### config.mk
export PLATFORM = sky130hd
export DESIGN_NAME = mem_port_arbiter
export DESIGN_NICKNAME = d
export VERILOG_FILES = /design/src/rtl/mem_arb_pkg.sv /design/src/rtl/mem_access_timer.sv /design/src/rtl/mem_port_arbiter.sv
export SDC_FILE = /design/constraint.sdc
export NUM_CORES = 1
export LEC_CHECK = 0
export BUFFER_PORTS_ARGS = -buffer_cell sky130_fd_sc_hd__buf_4
export CAP_MARGIN = 0
export CELL_PAD_IN_SITES_DETAIL_PLACEMENT = 0
export CELL_PAD_IN_SITES_GLOBAL_PLACEMENT = 1
export CORE_MARGIN = 2
export CORE_UTILIZATION = 29
export DETAILED_ROUTE_END_ITERATION = 10
export PLACE_DENSITY = 0.86
export SETUP_SLACK_MARGIN = 0.05
export SLEW_MARGIN = 20
export SYNTH_ARGS = -nofsm -noshare
export SYNTH_HDL_FRONTEND = slang
export SYNTH_SLANG_ARGS = --single-unit
export TNS_END_PERCENT = 20
### constraint.sdc
create_clock -name clk -period 1.4 [get_ports clk]
set_input_delay 0.07 -clock clk [delete_from_list [all_inputs] [get_ports clk]]
set_output_delay 0.07 -clock clk [all_outputs]
set_load 0.01 [all_outputs]
### src/rtl/mem_arb_pkg.sv
// Shared encodings for the instruction/data memory port arbiter.
package mem_arb_pkg;

    typedef enum logic [1:0] {
        IDLE   = 2'd0,
        ACCESS = 2'd1,
        DONE   = 2'd2
    } state_e;

    typedef enum logic {
        OP_RD = 1'b0,
        OP_WR = 1'b1
    } op_e;

    typedef enum logic {
        GNT_FETCH = 1'b0,
        GNT_DATA  = 1'b1
    } gnt_e;

    localparam int unsigned DEFAULT_MEM_LATENCY = 2;

    // A latency of 1 still needs a one-bit counter.
    function automatic int unsigned cnt_width(input int unsigned lat);
        return (lat > 1) ? $clog2(lat) : 1;
    endfunction

endpackage

### src/rtl/mem_access_timer.sv
// Loadable down-counter that times how long a memory command is held.
module mem_access_timer
    import mem_arb_pkg::*;
#(
    parameter int unsigned MEM_LATENCY = DEFAULT_MEM_LATENCY
) (
    input  logic clk_i,
    input  logic rst_i,
    input  logic load_i,
    input  logic dec_i,
    output logic zero_o
);

    localparam int unsigned CW = cnt_width(MEM_LATENCY);
    localparam logic [CW-1:0] LOAD_VAL = CW'(MEM_LATENCY - 1);

    logic [CW-1:0] cnt_q;
    logic [CW-1:0] cnt_d;

    always_comb begin
        cnt_d = cnt_q;
        if (load_i) begin
            cnt_d = LOAD_VAL;
        end else if (dec_i && (cnt_q != '0)) begin
            cnt_d = cnt_q - 1'b1;
        end
    end

    always_ff @(posedge clk_i) begin
        if (rst_i) begin
            cnt_q <= '0;
        end else begin
            cnt_q <= cnt_d;
        end
    end

    assign zero_o = (cnt_q == '0);

endmodule

### src/rtl/mem_port_arbiter.sv
// Serializes instruction-fetch and load/store accesses onto one memory port.
module mem_port_arbiter
    import mem_arb_pkg::*;
#(
    parameter int unsigned AW          = 32,
    parameter int unsigned DW          = 32,
    parameter int unsigned MEM_LATENCY = DEFAULT_MEM_LATENCY,
    parameter int unsigned RR_MODE     = 0
) (
    input  logic          clk,
    input  logic          pc_reset,
    input  logic          if_req,
    input  logic [AW-1:0] if_addr,
    output logic [DW-1:0] if_rdata,
    output logic          if_ack,
    input  logic          d_read,
    input  logic          d_write,
    input  logic [AW-1:0] d_addr,
    input  logic [DW-1:0] d_wdata,
    output logic [DW-1:0] d_rdata,
    output logic          d_ack,
    output logic          stall,
    output logic          err,
    output logic [AW-1:0] mem_addr,
    output logic [DW-1:0] mem_wdata,
    output logic          mem_read,
    output logic          mem_write,
    input  logic [DW-1:0] mem_rdata
);

    state_e        state_q, state_d;
    gnt_e          gnt_q, gnt_d;
    gnt_e          last_q, last_d;
    op_e           op_q, op_d;
    logic [AW-1:0] mem_addr_q, mem_addr_d;
    logic [DW-1:0] mem_wdata_q, mem_wdata_d;
    logic          mem_read_q, mem_read_d;
    logic          mem_write_q, mem_write_d;
    logic [DW-1:0] if_rdata_q, if_rdata_d;
    logic [DW-1:0] d_rdata_q, d_rdata_d;
    logic          if_ack_q, if_ack_d;
    logic          d_ack_q, d_ack_d;
    logic          err_q, err_d;

    logic d_req, if_elig, d_elig, pick_data;
    logic tmr_load, tmr_dec, tmr_zero;

    mem_access_timer #(
        .MEM_LATENCY(MEM_LATENCY)
    ) u_timer (
        .clk_i (clk),
        .rst_i (pc_reset),
        .load_i(tmr_load),
        .dec_i (tmr_dec),
        .zero_o(tmr_zero)
    );

    assign d_req = d_read | d_write;
    // A port in its ack cycle is masked even if it still holds its request.
    assign if_elig = if_req & ~if_ack_q;
    assign d_elig  = d_req & ~d_ack_q;

    always_comb begin
        pick_data = d_elig;
        if (if_elig && d_elig) begin
            pick_data = (RR_MODE == 0) ? 1'b1 : (last_q == GNT_FETCH);
        end
    end

    always_comb begin
        state_d     = state_q;
        gnt_d       = gnt_q;
        last_d      = last_q;
        op_d        = op_q;
        mem_addr_d  = mem_addr_q;
        mem_wdata_d = mem_wdata_q;
        mem_read_d  = mem_read_q;
        mem_write_d = mem_write_q;
        if_rdata_d  = if_rdata_q;
        d_rdata_d   = d_rdata_q;
        if_ack_d    = 1'b0;
        d_ack_d     = 1'b0;
        err_d       = err_q | (d_read & d_write);
        tmr_load    = 1'b0;
        tmr_dec     = 1'b0;

        case (state_q)
            IDLE, DONE: begin
                state_d = IDLE;
                if (if_elig || d_elig) begin
                    state_d  = ACCESS;
                    tmr_load = 1'b1;
                    if (pick_data) begin
                        gnt_d       = GNT_DATA;
                        last_d      = GNT_DATA;
                        mem_addr_d  = d_addr;
                        mem_wdata_d = d_wdata;
                        op_d        = d_write ? OP_WR : OP_RD;
                        mem_write_d = d_write;
                        mem_read_d  = ~d_write;
                    end else begin
                        gnt_d       = GNT_FETCH;
                        last_d      = GNT_FETCH;
                        mem_addr_d  = if_addr;
                        op_d        = OP_RD;
                        mem_write_d = 1'b0;
                        mem_read_d  = 1'b1;
                    end
                end
            end
            ACCESS: begin
                if (tmr_zero) begin
                    state_d     = DONE;
                    mem_read_d  = 1'b0;
                    mem_write_d = 1'b0;
                    if (gnt_q == GNT_DATA) begin
                        d_ack_d = 1'b1;
                        if (op_q == OP_RD) begin
                            d_rdata_d = mem_rdata;
                        end
                    end else begin
                        if_ack_d   = 1'b1;
                        if_rdata_d = mem_rdata;
                    end
                end else begin
                    tmr_dec = 1'b1;
                end
            end
            default: state_d = IDLE;
        endcase
    end

    always_ff @(posedge clk) begin
        if (pc_reset) begin
            state_q     <= IDLE;
            gnt_q       <= GNT_FETCH;
            last_q      <= GNT_FETCH;
            op_q        <= OP_RD;
            mem_addr_q  <= '0;
            mem_wdata_q <= '0;
            mem_read_q  <= 1'b0;
            mem_write_q <= 1'b0;
            if_rdata_q  <= '0;
            d_rdata_q   <= '0;
            if_ack_q    <= 1'b0;
            d_ack_q     <= 1'b0;
            err_q       <= 1'b0;
        end else begin
            state_q     <= state_d;
            gnt_q       <= gnt_d;
            last_q      <= last_d;
            op_q        <= op_d;
            mem_addr_q  <= mem_addr_d;
            mem_wdata_q <= mem_wdata_d;
            mem_read_q  <= mem_read_d;
            mem_write_q <= mem_write_d;
            if_rdata_q  <= if_rdata_d;
            d_rdata_q   <= d_rdata_d;
            if_ack_q    <= if_ack_d;
            d_ack_q     <= d_ack_d;
            err_q       <= err_d;
        end
    end

    assign stall     = ~pc_reset & ((if_req & ~if_ack_q) | (d_req & ~d_ack_q));
    assign err       = err_q;
    assign if_ack    = if_ack_q;
    assign d_ack     = d_ack_q;
    assign if_rdata  = if_rdata_q;
    assign d_rdata   = d_rdata_q;
    assign mem_addr  = mem_addr_q;
    assign mem_wdata = mem_wdata_q;
    assign mem_read  = mem_read_q;
    assign mem_write = mem_write_q;

endmodule

# --- Word level (Yosys, flattened, before mapping) ---
# Cells that the tools add are included.
totals:
  ff_bits: 138
  out_inout_bits: 134
classes:
  addsub: 1
  eq_ne: 4
  n_mux: 23
  bitwise_logic: 15
  n_reduce_logical: 13
op_table:
  columns: ["operator", "n"]
  rows:
  - ["32-bit 2-to-1 mux", 1]
  - ["1-bit 2-to-1 mux", 18]
  - ["3-bit AND reduction", 3]
  - ["1-bit inverter", 8]
  - ["1-bit bitwise AND", 4]
  - ["2-bit != test (second input constant)", 2]
  - ["1-bit case mux with 2 select lines", 2]
  - ["2-bit case mux with 2 select lines", 1]
  - ["4-bit AND reduction", 1]
  - ["2-bit nonzero test", 2]
  - ["1-bit bitwise OR", 3]
  - ["3-bit OR reduction", 1]
  - ["2-bit by 1-bit == test with 1-bit output (second input constant)", 1]
  - ["2-bit == test (second input constant)", 1]
  - ["1-bit logical AND", 2]
  - ["2-bit zero test", 1]
  - ["2-bit 2-to-1 mux", 1]
  - ["2-bit AND reduction", 1]
  - ["2-bit OR reduction", 1]
  - ["1-bit logical OR", 1]
  - ["1-bit subtractor (second input constant)", 1]

# --- Longest topological paths before layout ---
logic_depth:
  ltp_word: 7
  ltp_mapped: 7

# --- Modules after synthesis ---
# From an unflattened synthesis, not the netlist that was laid out.
unflattened:
  hier_cells: 665
  hier_area_um2: 5515.3
modules_own_cells:
  columns: ["mod", "seq_area_each_um2", "area_per_inst_um2", "instances", "cells_per_inst"]
  rows:
  - ["mem_port_arbiter", 2742.6, 5472.7, 1, 660]
  - ["mem_access_timer", 20.0, 42.5, 1, 5]

# --- Worst setup path before layout ---
# OpenSTA, ideal clock, no wires.
synth_timing:
  kind: "register to register"
  from: "register u_timer.cnt_q"
  to: "register if_rdata_q[10], in the netlist if_rdata[10]"
  arrival_time_ns: 1.263
  path_buffers: 2
  slack_ns: 0.005
  path_stages_with_launch: 6
  t_required_ns: 1.268
  path_cell_list: "dfxtp_1 or4b_1 clkbuf_1 buf_2 nand2_1 a21oi_1"
synth_between:
  elab_chain_len: 2
synth_rtl:
  columns: ["element", "line_no", "source"]
  rows:
  - ["start, declared", "mem_access_timer.sv:17", "logic [CW-1:0] cnt_q;"]
  - ["start signal, assigned", "mem_access_timer.sv:33", "cnt_q <= cnt_d;"]
  - ["1-bit inverter (no line)", null, null]
  - ["3-bit AND reduction (no line)", null, null]
  - ["end signal, assigned", "mem_port_arbiter.sv:157", "if_rdata_q <= if_rdata_d;"]
  - ["end, declared", "mem_port_arbiter.sv:39", "logic [DW-1:0] if_rdata_q, if_rdata_d;"]
# No other way between the ends.
# A chain may end at the register's enable or synchronous reset.

# --- Worst setup path after layout ---
layout_timing:
  from: "register state_q[0]"
  to: "register mem_addr_q[15], in the netlist mem_addr[15]"
layout_between:
  elab_chain_len: 3
layout_rtl:
  columns: ["element", "line_no", "source"]
  rows:
  - ["start, declared", "mem_port_arbiter.sv:31", "state_e state_q, state_d;"]
  - ["start signal, assigned", "mem_port_arbiter.sv:149", "state_q <= state_d;"]
  - ["2-bit == test or 2-bit zero test (tied branches)", "mem_port_arbiter.sv:87", "case (state_q)"]
  - ["2-bit OR reduction *", "mem_port_arbiter.sv:87", null]
  - ["2-bit AND reduction (no line) *", null, null]
  - ["end signal, assigned", "mem_port_arbiter.sv:153", "mem_addr_q <= mem_addr_d;"]
  - ["end, declared", "mem_port_arbiter.sv:35", "logic [AW-1:0] mem_addr_q, mem_addr_d;"]
# Every way passes the cells marked *; elsewhere a longest branch is shown, timed or not.

==> impl_metrics.json <==
{
  "cp_cell_sequence": "buf_6, nor3b_4, buf_6, clkbuf_16, a211oi_1, a311oi_1",
  "nets": 1189,
  "via_per_inst": 5.05,
  "cts_tree": "yes",
  "hp-class": "in2reg",
  "instances_no_fill": 1303,
  "dr_wl_met3_um": 1480,
  "synth_seq_cells": 138,
  "rows": 50,
  "wl_per_cell_um": 16.8,
  "setup_viol": 0,
  "synth_top_family_by_area": "compound AO/OA/AOI/OAI gates",
  "synth_mux_area_frac": 0,
  "grt_setup_unrepaired": "yes",
  "clock_power_share": 0.407,
  "synth_compound_area_frac": 0.262,
  "max_stage_delay_ns": 0.36,
  "met2WireLength_um": 10900,
  "insertion_delay_ns": 0.41,
  "synth.yosys.seq_area_share": 0.505,
  "via_count": 6574,
  "antenna_found_initial": 0,
  "drt_iter0_markers": 308,
  "powerDensity_mw_per_mm2": 1170,
  "hold_viol": 0,
  "first_global_vias": 6557,
  "multi_input_comb_area_mm2": 0.00254,
  "numCtsBuffers": 17,
  "critPathKind": "reg2reg",
  "max-cap-violations": 0,
  "yosysWarningCount": 0,
  "antenna_left": 0,
  "track_usage": 0.207,
  "ioPinCount": 267,
  "fmax_mhz": 716,
  "drive_above_1_share": 0.365,
  "critPathBufInv": 3,
  "area_growth_pct": 86.9,
  "initial_utilization": 0.294,
  "power_uw": 12000,
  "grt_pass1_wl_um": 33400,
  "combPwrFrac": 0.227,
  "clock-sinks": 138,
  "die_y_um": 141,
  "grt_max_degree": 40,
  "antennaDiodeCount": 0,
  "synth-xor-area-share": 0,
  "synth_top_area_cell": "dfxtp_1",
  "p_int_uw": 8770,
  "dp_slack_ns": 0.0275,
  "wirelength_um": 21900,
  "finalMaxSlewViolations": 0,
  "switching_share": 0.269,
  "syn_nets": 795,
  "crit_fanout": 8,
  "outcome": "finished clean",
  "worst-endpoint-required_ns": 1.72,
  "crit_family": "buffers and inverters",
  "end_kind": "register",
  "dp.cells": 1130,
  "firstDrtPassIters": 4,
  "finalCritPeriodShare": 0.997,
  "peakVddDrop_mv": 0.788,
  "synth_top_area_frac": 0.505,
  "timing.rr.end": "mem_addr[15]",
  "synthAdderAreaFrac": 0,
  "drc": 0,
  "cts.htree.levels": 4,
  "min_period_ns": 1.40,
  "core-area_mm2": 0.0186,
  "cp-startpoint": "state_q[0]",
  "synthesis.instances": 662,
  "met1_length_um": 8780,
  "cts-root-buf": "clkbuf_16",
  "power_frac_seq": 0.366,
  "clk_pin_slew_ns": 0.06,
  "seqCellArea_mm2": 0.00277,
  "cp-start-kind": "register",
  "finClkSkew_ns": 0.00832,
  "ys_types": 31,
  "hpwl_um": 12600,
  "synth_area_leaders": "dfxtp_1, a21oi_1, nand2_1",
  "cp_common_cell": "buf_6",
  "rr_startpoint": "state_q[0]",
  "yosys.area_share.simple": 0.170,
  "numPortBuffers": 266,
  "min_path_cells": 4,
  "gp_congestion": 0.767,
  "hold_end": "mem_write",
  "ctsLongestPathBuffers": 2,
  "crit_arrival_ns": 1.71,
  "syn_avg_cell_area_um2": 8.26,
  "dieArea_mm2": 0.0200,
  "relSlewSlack": 0.702,
  "syn_area_mm2": 0.00547,
  "overflow": 0,
  "die_w_um": 141,
  "ff2ff_path_depth": 6,
  "top_layer": "met4",
  "fin_ws_ns": 0.00375,
  "p_switching_uw": 3230,
  "fill_cells": 1621,
  "worstMarginPinSlew_ns": 0.447,
  "worst_path_max_delay_cell": "dfxtp_4",
  "p_leak_uw": 0.00428,
  "hold_start": "d_write",
  "setup.reg_to_reg.worst_slack_ns": 0.004
}
[Yosys cell counts]
| library cell | instances |
|---|---|
| o211ai_1 | 1 |
| inv_1 | 1 |
| o221ai_1 | 1 |
| o21ba_2 | 1 |
| clkbuf_1 | 29 |
| buf_4 | 5 |
| inv_2 | 1 |
| a21oi_1 | 102 |
| a22oi_1 | 1 |
| dfxtp_1 | 138 |
| o21ai_0 | 63 |
| nor2b_1 | 2 |
| buf_1 | 1 |
| nand3b_1 | 1 |
| o2111ai_1 | 2 |
| nand2b_1 | 1 |
| or4b_1 | 1 |
| nand2_1 | 128 |
| a211oi_1 | 32 |
| nor2_1 | 6 |
| or3b_1 | 2 |
| or3_1 | 1 |
| o21bai_2 | 1 |
| nor3b_2 | 2 |
| a311oi_1 | 32 |
| o21ai_2 | 1 |
| nor4b_2 | 1 |
| and2_1 | 1 |
| nand3_1 | 64 |
| o21ai_1 | 3 |
| buf_2 | 37 |
[layer usage]
layer	vias to the layer above	track usage
met5	-	0
met4	0	0.0932
met3	56	0.0476
met2	283	0.364
met1	3078	0.240
li1	3157	-
[power groups by stage]
stage,logic (uW),registers (uW),clock network [uW]
global route,2920,4420,5150
detailed placement,2210,4460,0
floorplan,910,4580,0
global placement,2200,4460,0
finish,2730,4390,4890
CTS,2540,4380,5000
[how the worst max path moves through the flow]
stage / endpoint / slack (ns) / cells after the start
3_3_place_gp: mem_addr[12] / 0.05 / 5
5_1_grt: mem_addr[12] / -0.07 / 6
3_5_place_dp: mem_addr[7] / 0.03 / 5
4_1_cts: stall / -0.009 / 5
2_1_floorplan: if_rdata[10] / 0.04 / 5
6_report: mem_addr[15] / 0.004 / 6
[state kept, by name, indices dropped and copies added, names as in the netlist, 2 cells and up]
register and flops:
d_rdata 32, if_rdata 32, mem_addr 32, mem_wdata 32, state_q 2
[cell families (layout without fill, tap and decap cells)]
| group | Yosys count | in the layout |
|---|---|---|
| AOI/OAI and AO/OA | 240 | 240 |
| and+or+nand+nor | 210 | 210 |
| DFF | 138 | 138 |
| buffers and inverters | 74 | 481 |
[per-stage QoR]
stage	setup TNS (ns)	utilization	cell area (um^2)	hold WS [ns]
detailed placement	0	0.427	7940	0.339
finish	0	0.550	10200	0.0892
CTS	-0.00923	0.536	9960	0.0659
global placement	0	0.427	7940	0.332
global route	-1.07	0.550	10200	0.112
floorplan	0	-	5510	0.206
[cell type report]
cell class | count | area share
clock buffers | 22 | 0.0464
clock inverters | 10 | 0.0160
inverters | 2 | 0.000734
multi-input cells | 450 | 0.249
flip-flops and latches | 138 | 0.271
well taps | 234 | 0.0286
repair buffers | 447 | 0.388
[worst register-to-register path, stage by stage, from the launching register on]
cell       delay [ns]
dfxtp_4          0.36
buf_6            0.12
nor3b_4          0.22
buf_6            0.15
clkbuf_16        0.16
a211oi_1         0.06
a311oi_1         0.24
[cells in the final DEF (no fill, tap or decap), drive strengths merged, types with 3 or more instances in the layout]
cell	synthesis	routed
clkbuf	29	25
bufinv	0	4
clkinv	0	4
nand2	128	128
nand3	64	64
dlygate4sd3	0	130
a311oi	32	32
buf	43	314
a21oi	102	102
nor2	6	6
o21ai	67	67
a211oi	32	32
inv	2	3
dfxtp	138	138
[repair_timing]
action                                  4_1_cts  5_1_grt
endpoints found under the setup margin       62       94
gates resized for setup                      12       36
hold buffers                                130        0
setup buffers                                 2        3
hold endpoints to repair                    129        0
pin swaps                                    11       38
cloned                                        1        5
No activity file was read; power rests on OpenSTA's default activity.
